===== src/rtl/imem_loader.sv =====
// Byte-stream program loader: writes instruction memory words and holds the CPU in reset until loaded.
// Optional checksum byte after the payload is enabled by defining IMEM_LOADER_CHECKSUM_EN.
module imem_loader #(
  parameter int          ADDR_WIDTH = 32,
  parameter int          MEM_SIZE   = 4096,
  parameter int unsigned BASE_ADDR  = 0
) (
  input  logic                  clk,
  input  logic                  rst_n,
  input  logic [7:0]            in_data,
  input  logic                  in_valid,
  output logic                  in_ready,
  input  logic                  reload,
  output logic                  we,
  output logic [ADDR_WIDTH-1:0] waddr,
  output logic [31:0]           wdata,
  output logic                  cpu_hold,
  output logic                  done,
  output logic                  error
);

  localparam logic [ADDR_WIDTH-1:0] BASE      = ADDR_WIDTH'(BASE_ADDR);
  localparam logic [16:0]           MAX_WORDS = 17'(MEM_SIZE / 4);

  typedef enum logic [2:0] {
    S_IDLE,
    S_LEN0,
    S_LEN1,
    S_DATA,
`ifdef IMEM_LOADER_CHECKSUM_EN
    S_CHK,
`endif
    S_FLUSH,
    S_DONE,
    S_ERR
  } state_t;

  state_t      state, state_nx;
  logic [7:0]  len_lo;
  logic [15:0] len;
  logic [15:0] len_full;
  logic [1:0]  lane;
  logic [23:0] asm_buf;
  logic [15:0] word_idx;
  logic        xfer;
  logic        last_byte;
  logic        reload_ok;
`ifdef IMEM_LOADER_CHECKSUM_EN
  logic [7:0]  sum;
`endif

  assign xfer      = in_valid && in_ready;
  assign len_full  = {in_data, len_lo};
  assign last_byte = (lane == 2'd3) && (word_idx == len - 16'd1);
  assign reload_ok = reload && ((state == S_DONE) || (state == S_ERR));

  always_ff @(posedge clk or negedge rst_n) begin
    if (!rst_n) state <= S_IDLE;
    else        state <= state_nx;
  end

  always_comb begin
    state_nx = state;
    in_ready = 1'b0;
    error    = 1'b0;
    case (state)
      S_IDLE:  state_nx = S_LEN0;
      S_LEN0: begin
        in_ready = 1'b1;
        if (xfer) state_nx = S_LEN1;
      end
      S_LEN1: begin
        in_ready = 1'b1;
        if (xfer) begin
          if (len_full == 16'd0 || {1'b0, len_full} > MAX_WORDS) state_nx = S_ERR;
          else                                                   state_nx = S_DATA;
        end
      end
      S_DATA: begin
        in_ready = 1'b1;
`ifdef IMEM_LOADER_CHECKSUM_EN
        if (xfer && last_byte) state_nx = S_CHK;
`else
        if (xfer && last_byte) state_nx = S_FLUSH;
`endif
      end
`ifdef IMEM_LOADER_CHECKSUM_EN
      S_CHK: begin
        in_ready = 1'b1;
        if (xfer) state_nx = (in_data == sum) ? S_DONE : S_ERR;
      end
`endif
      S_FLUSH: state_nx = S_DONE;
      S_DONE:  if (reload) state_nx = S_LEN0;
      S_ERR: begin
        error = 1'b1;
        if (reload) state_nx = S_LEN0;
      end
      default: state_nx = S_IDLE;
    endcase
  end

  // done/cpu_hold are registered off the state, so they trail DONE entry by one edge.
  always_ff @(posedge clk or negedge rst_n) begin
    if (!rst_n) begin
      len_lo   <= '0;
      len      <= '0;
      lane     <= '0;
      asm_buf  <= '0;
      word_idx <= '0;
      we       <= 1'b0;
      waddr    <= '0;
      wdata    <= '0;
      done     <= 1'b0;
      cpu_hold <= 1'b1;
`ifdef IMEM_LOADER_CHECKSUM_EN
      sum      <= '0;
`endif
    end else begin
      we       <= 1'b0;
      done     <= (state == S_DONE) && !reload;
      cpu_hold <= !((state == S_DONE) && !reload);
      if (state == S_LEN0 && xfer) len_lo <= in_data;
      if (state == S_LEN1 && xfer) len    <= len_full;
      if (state == S_DATA && xfer) begin
        lane <= lane + 2'd1;
`ifdef IMEM_LOADER_CHECKSUM_EN
        sum  <= sum + in_data;
`endif
        case (lane)
          2'd0: asm_buf[7:0]   <= in_data;
          2'd1: asm_buf[15:8]  <= in_data;
          2'd2: asm_buf[23:16] <= in_data;
          default: begin
            we       <= 1'b1;
            wdata    <= {in_data, asm_buf};
            waddr    <= BASE + ADDR_WIDTH'({word_idx, 2'b00});
            word_idx <= word_idx + 16'd1;
          end
        endcase
      end
      if (reload_ok) begin
        word_idx <= '0;
        lane     <= '0;
`ifdef IMEM_LOADER_CHECKSUM_EN
        sum      <= '0;
`endif
      end
    end
  end

endmodule


===== config.mk =====
export PLATFORM = sky130hd
export DESIGN_NAME = imem_loader
export DESIGN_NICKNAME = d
export VERILOG_FILES = /design/src/rtl/imem_loader.sv
export SDC_FILE = /design/constraint.sdc
export NUM_CORES = 1
export LEC_CHECK = 0
export CAP_MARGIN = 30
export CORE_MARGIN = 10
export CORE_UTILIZATION = 40
export CTS_CLUSTER_DIAMETER = 40
export DETAILED_ROUTE_END_ITERATION = 12
export SETUP_SLACK_MARGIN = 0.2
export SLEW_MARGIN = 20
export SYNTH_ARGS = -nofsm -noshare
export SYNTH_HDL_FRONTEND = slang
export SYNTH_SLANG_ARGS = --single-unit
export TNS_END_PERCENT = 20

===== constraint.sdc =====
create_clock -name clk -period 5.1 [get_ports clk]
set_clock_uncertainty 0.2 [all_clocks]
set_input_delay 0.51 -clock clk [delete_from_list [all_inputs] [get_ports clk]]
set_output_delay 0.51 -clock clk [all_outputs]
set_load 0.01 [all_outputs]

==> parameters.txt <==
Parameter                              Value

Outcome
  Result of the run    complete, no violations

Finish
  Commonest non-fill, non-tap cells in the layout    sky130_fd_sc_hd__dfrtp_1, sky130_fd_sc_hd__nand2_1, sky130_fd_sc_hd__mux2_2
  Number of inserted filler cells in the final layout    1184
  Area growth from synthesis to final layout    25.0%
  Share of layout cells above drive strength 1    19.2%
  Final-stage net count    584
  Post-Layout Inst Area    6910 um2
  Non-Filler Instances    754
  Antenna diodes    0
  Most common library cell in the layout ignoring fill and taps    sky130_fd_sc_hd__dfrtp_1

Pwr
  VDD IR max    315 uV
  Power density over cell area    563 nW/um2
  Leakage    3.18 nW

Die
  Die Area    18900 um2
  Count of standard-cell rows    42
  Placeable core area    13400 um2
  Total I/O pin count    81
  Die Y-Extent    138 um
  DIE WIDTH    138 um
  Starting Density    41.2%

Clocking
  Clock tree from TritonCTS    done
  Number of clock buffers inserted by TritonCTS    17
  Clock root buffer    sky130_fd_sc_hd__clkbuf_16
  CTS H-tree lvls    4
  Number of buffers on the longest clock path    2
  Post-CTS Resized    0
  Sink count of the clock tree    120
  Register clock-pin slew on the reported worst setup and hold paths    0.06 ns
  Source-to-sink clock delay at the later pin of the worst-skew pair    0.41 ns

Placement
  Weighted congestion reported at the end of routability-driven placement    0.842
  Total half-perimeter wirelength after legalization and detailed placement    9440 um
  Total cell area at the placement stage    6280 um2
  I/O Buffers    64
  Cell Count Post-Placement    721

Worst setup path
  Critical Path AT    2.86 ns
  Startpoint Class    flop
  Slowest cell on the critical path    sky130_fd_sc_hd__or4b_1
  Depth of the worst register-to-register path    8
  Worst Path Required    5.19 ns
  Total stage count of the critical path    8
  Maximum cell stage delay along the critical path    0.59 ns
  Cell chain of the critical path    inv_1, ha_1, or4b_1, or4_1, nand4b_1, a2111oi_2, o2111a_2, a41o_1
  Kind of end point of the critical path    flop
  Buf/Inv on CP    1
  Top cell family by delay on the critical path    simple AND/OR/NAND/NOR gates
  Critical path type    reg -> reg
  Highest net fanout along the worst path    6

Synthesis
  Share of synthesized flip-flops with an asynchronous set or reset    100%
  Number of unique standard cell types used by synthesis    57
  Share of the yosys chip area belonging to registers    54.4%
  Flip-flop and latch count after synthesis    120
  Predominant post-synthesis flop cell    sky130_fd_sc_hd__dfrtp_1
  Post-synthesis area per instance    11.1 um2
  Post-Synthesis Cells    498
  Count of synthesis-stage warnings from yosys    0
  Count of flip-flops with a built-in enable after synthesis    0
  Summed instance area of the synthesized netlist    5530 um2

STA
  Headroom to the max-slew limit    38.0%
  Final min period    2.77 ns
  Slew at the pin closest to its max-slew limit    0.930 ns
  Setup repair after global routing missed its margin    false
  Setup TNS    0 ns
  # setup viols final    0
  Pins over their slew limit    0
  Hold violation count in the final report    0
  Max Freq    361 MHz
  Share of the clock period used by the worst path after layout    54.4%

Global route
  Pin count of the biggest net entering global routing    47
  Antenna violations before repair    0
  Number of global-route vias before repair    3982
  Combined global-route utilization of all metal layers    14.7%
  Overflow left after global routing    0
  First-pass GRT wire length    21500 um

Detailed routing
  Met1 Routed Length    6140 um
  Detailed-routing iteration count for the pre-antenna-repair pass    4
  Count of routing violations after the opening detailed-route iteration    227
  Met2 wirelength from detailed routing    5910 um
  DR DRC count    0
  Post-Route WL    13300 um
  Total number of vias    3898
  Number of routed nets with antenna violations    0
  Wire length per cell after detailed routing    17.6 um
  Wire length on met3    994 um
  Via density per instance    5.17
  Highest metal layer used by the detailed router    met4

Min path
  Min-delay worst type    reg -> reg
  Count of cells along the worst hold path    2

Run
  Max-cap violation count    0
[per-layer routing]
layer  up-vias  track usage, %
met3        19            5.17
met1      1955            19.1
met5         -               0
li1       1805               -
met2       119            21.8
met4         0            6.09
[logic make-up after synthesis]
kind of cell | count (synthesis) | synth area share, %
other | 1 | 0.0679
muxes | 65 | 13.2
adders and majority gates | 8 | 1.77
AOI/OAI and AO/OA | 37 | 4.62
xor gates and xnor gates | 35 | 5.55
and+or+nand+nor | 184 | 15.9
buffers and inverters | 48 | 4.53
DFF | 120 | 54.4
[flip-flops by register name, indices dropped and copies added (netlist names)]
name / cells
state: 3
waddr: 16
lane: 2
done: 1
word_idx: 16
cpu_hold: 1
we: 1
wdata: 32
len_lo: 8
len: 16
asm_buf: 24
[synth_stat cells, types with 6 or more instances]
cell type	count	area [um2]
sky130_fd_sc_hd__ha_1	7	87.6
sky130_fd_sc_hd__and3_1	6	37.5
sky130_fd_sc_hd__dfrtp_1	119	2980
sky130_fd_sc_hd__mux2_2	64	721
sky130_fd_sc_hd__nand3_1	8	40.0
sky130_fd_sc_hd__o21ai_0	13	65.1
sky130_fd_sc_hd__nor3_1	6	30.0
sky130_fd_sc_hd__nand2_1	98	368
sky130_fd_sc_hd__inv_1	11	41.3
sky130_fd_sc_hd__clkbuf_1	13	48.8
sky130_fd_sc_hd__buf_4	16	120
sky130_fd_sc_hd__xor2_1	16	140
sky130_fd_sc_hd__nor2_1	30	113
sky130_fd_sc_hd__xnor2_1	19	166
[final cells by class]
class	count	area, um2	area share (%)
clock inverters	10	141	2.05
multi-input cells	345	2330	33.8
well taps	176	220	3.19
clock buffers	22	474	6.86
repair buffers	69	691	10.0
inverters	12	45.0	0.652
flip-flops and latches	120	3000	43.5
[tightest hold or removal path: cells and delay by family (launching register included)]
| kind | cells | cell delay, ns |
|---|---|---|
| flops | 1 | 0.34 |
| simple gates | 2 | 0.10 |
[metrics by stage]
step | util (%) | setup WS (ns) | power, mW | hold slack (ns)
3_5_place_dp | 46.9 | 2.21 | 2.66 | 0.256
6_report | 51.6 | 2.33 | 3.89 | 0.267
2_1_floorplan | - | 2.54 | 2.21 | 0.0144
4_1_cts | 51.6 | 2.33 | 3.92 | 0.269
5_1_grt | 51.6 | 2.11 | 4.12 | 0.283
3_3_place_gp | 46.7 | 2.23 | 2.63 | 0.251
[final timing paths]
check | endpoint | from | slack [ns]
max in group asynchronous | word_idx[12] | rst_n | 3.27
hold / removal | wdata[17] | asm_buf[17] | 0.27
setup reg to reg | state[2] | len[0] | 2.33
min in group asynchronous | wdata[5] | rst_n | 0.46
setup / recovery | state[2] | len[0] | 2.33
hold reg to reg | wdata[17] | asm_buf[17] | 0.27
[power by group]
group          switching, mW  total [mW]  internal, mW
clock                  0.426        1.24         0.809
sequential             0.288        1.55          1.26
combinational          0.519        1.10         0.584
total                   1.23        3.89          2.66
[timing repair]
action,CTS,global route
setup buffers,0,0
hold buffers,1,0
setup endpoints to repair,0,0
hold endpoints to repair,44,0
No activity file was read; power rests on OpenSTA's default activity.
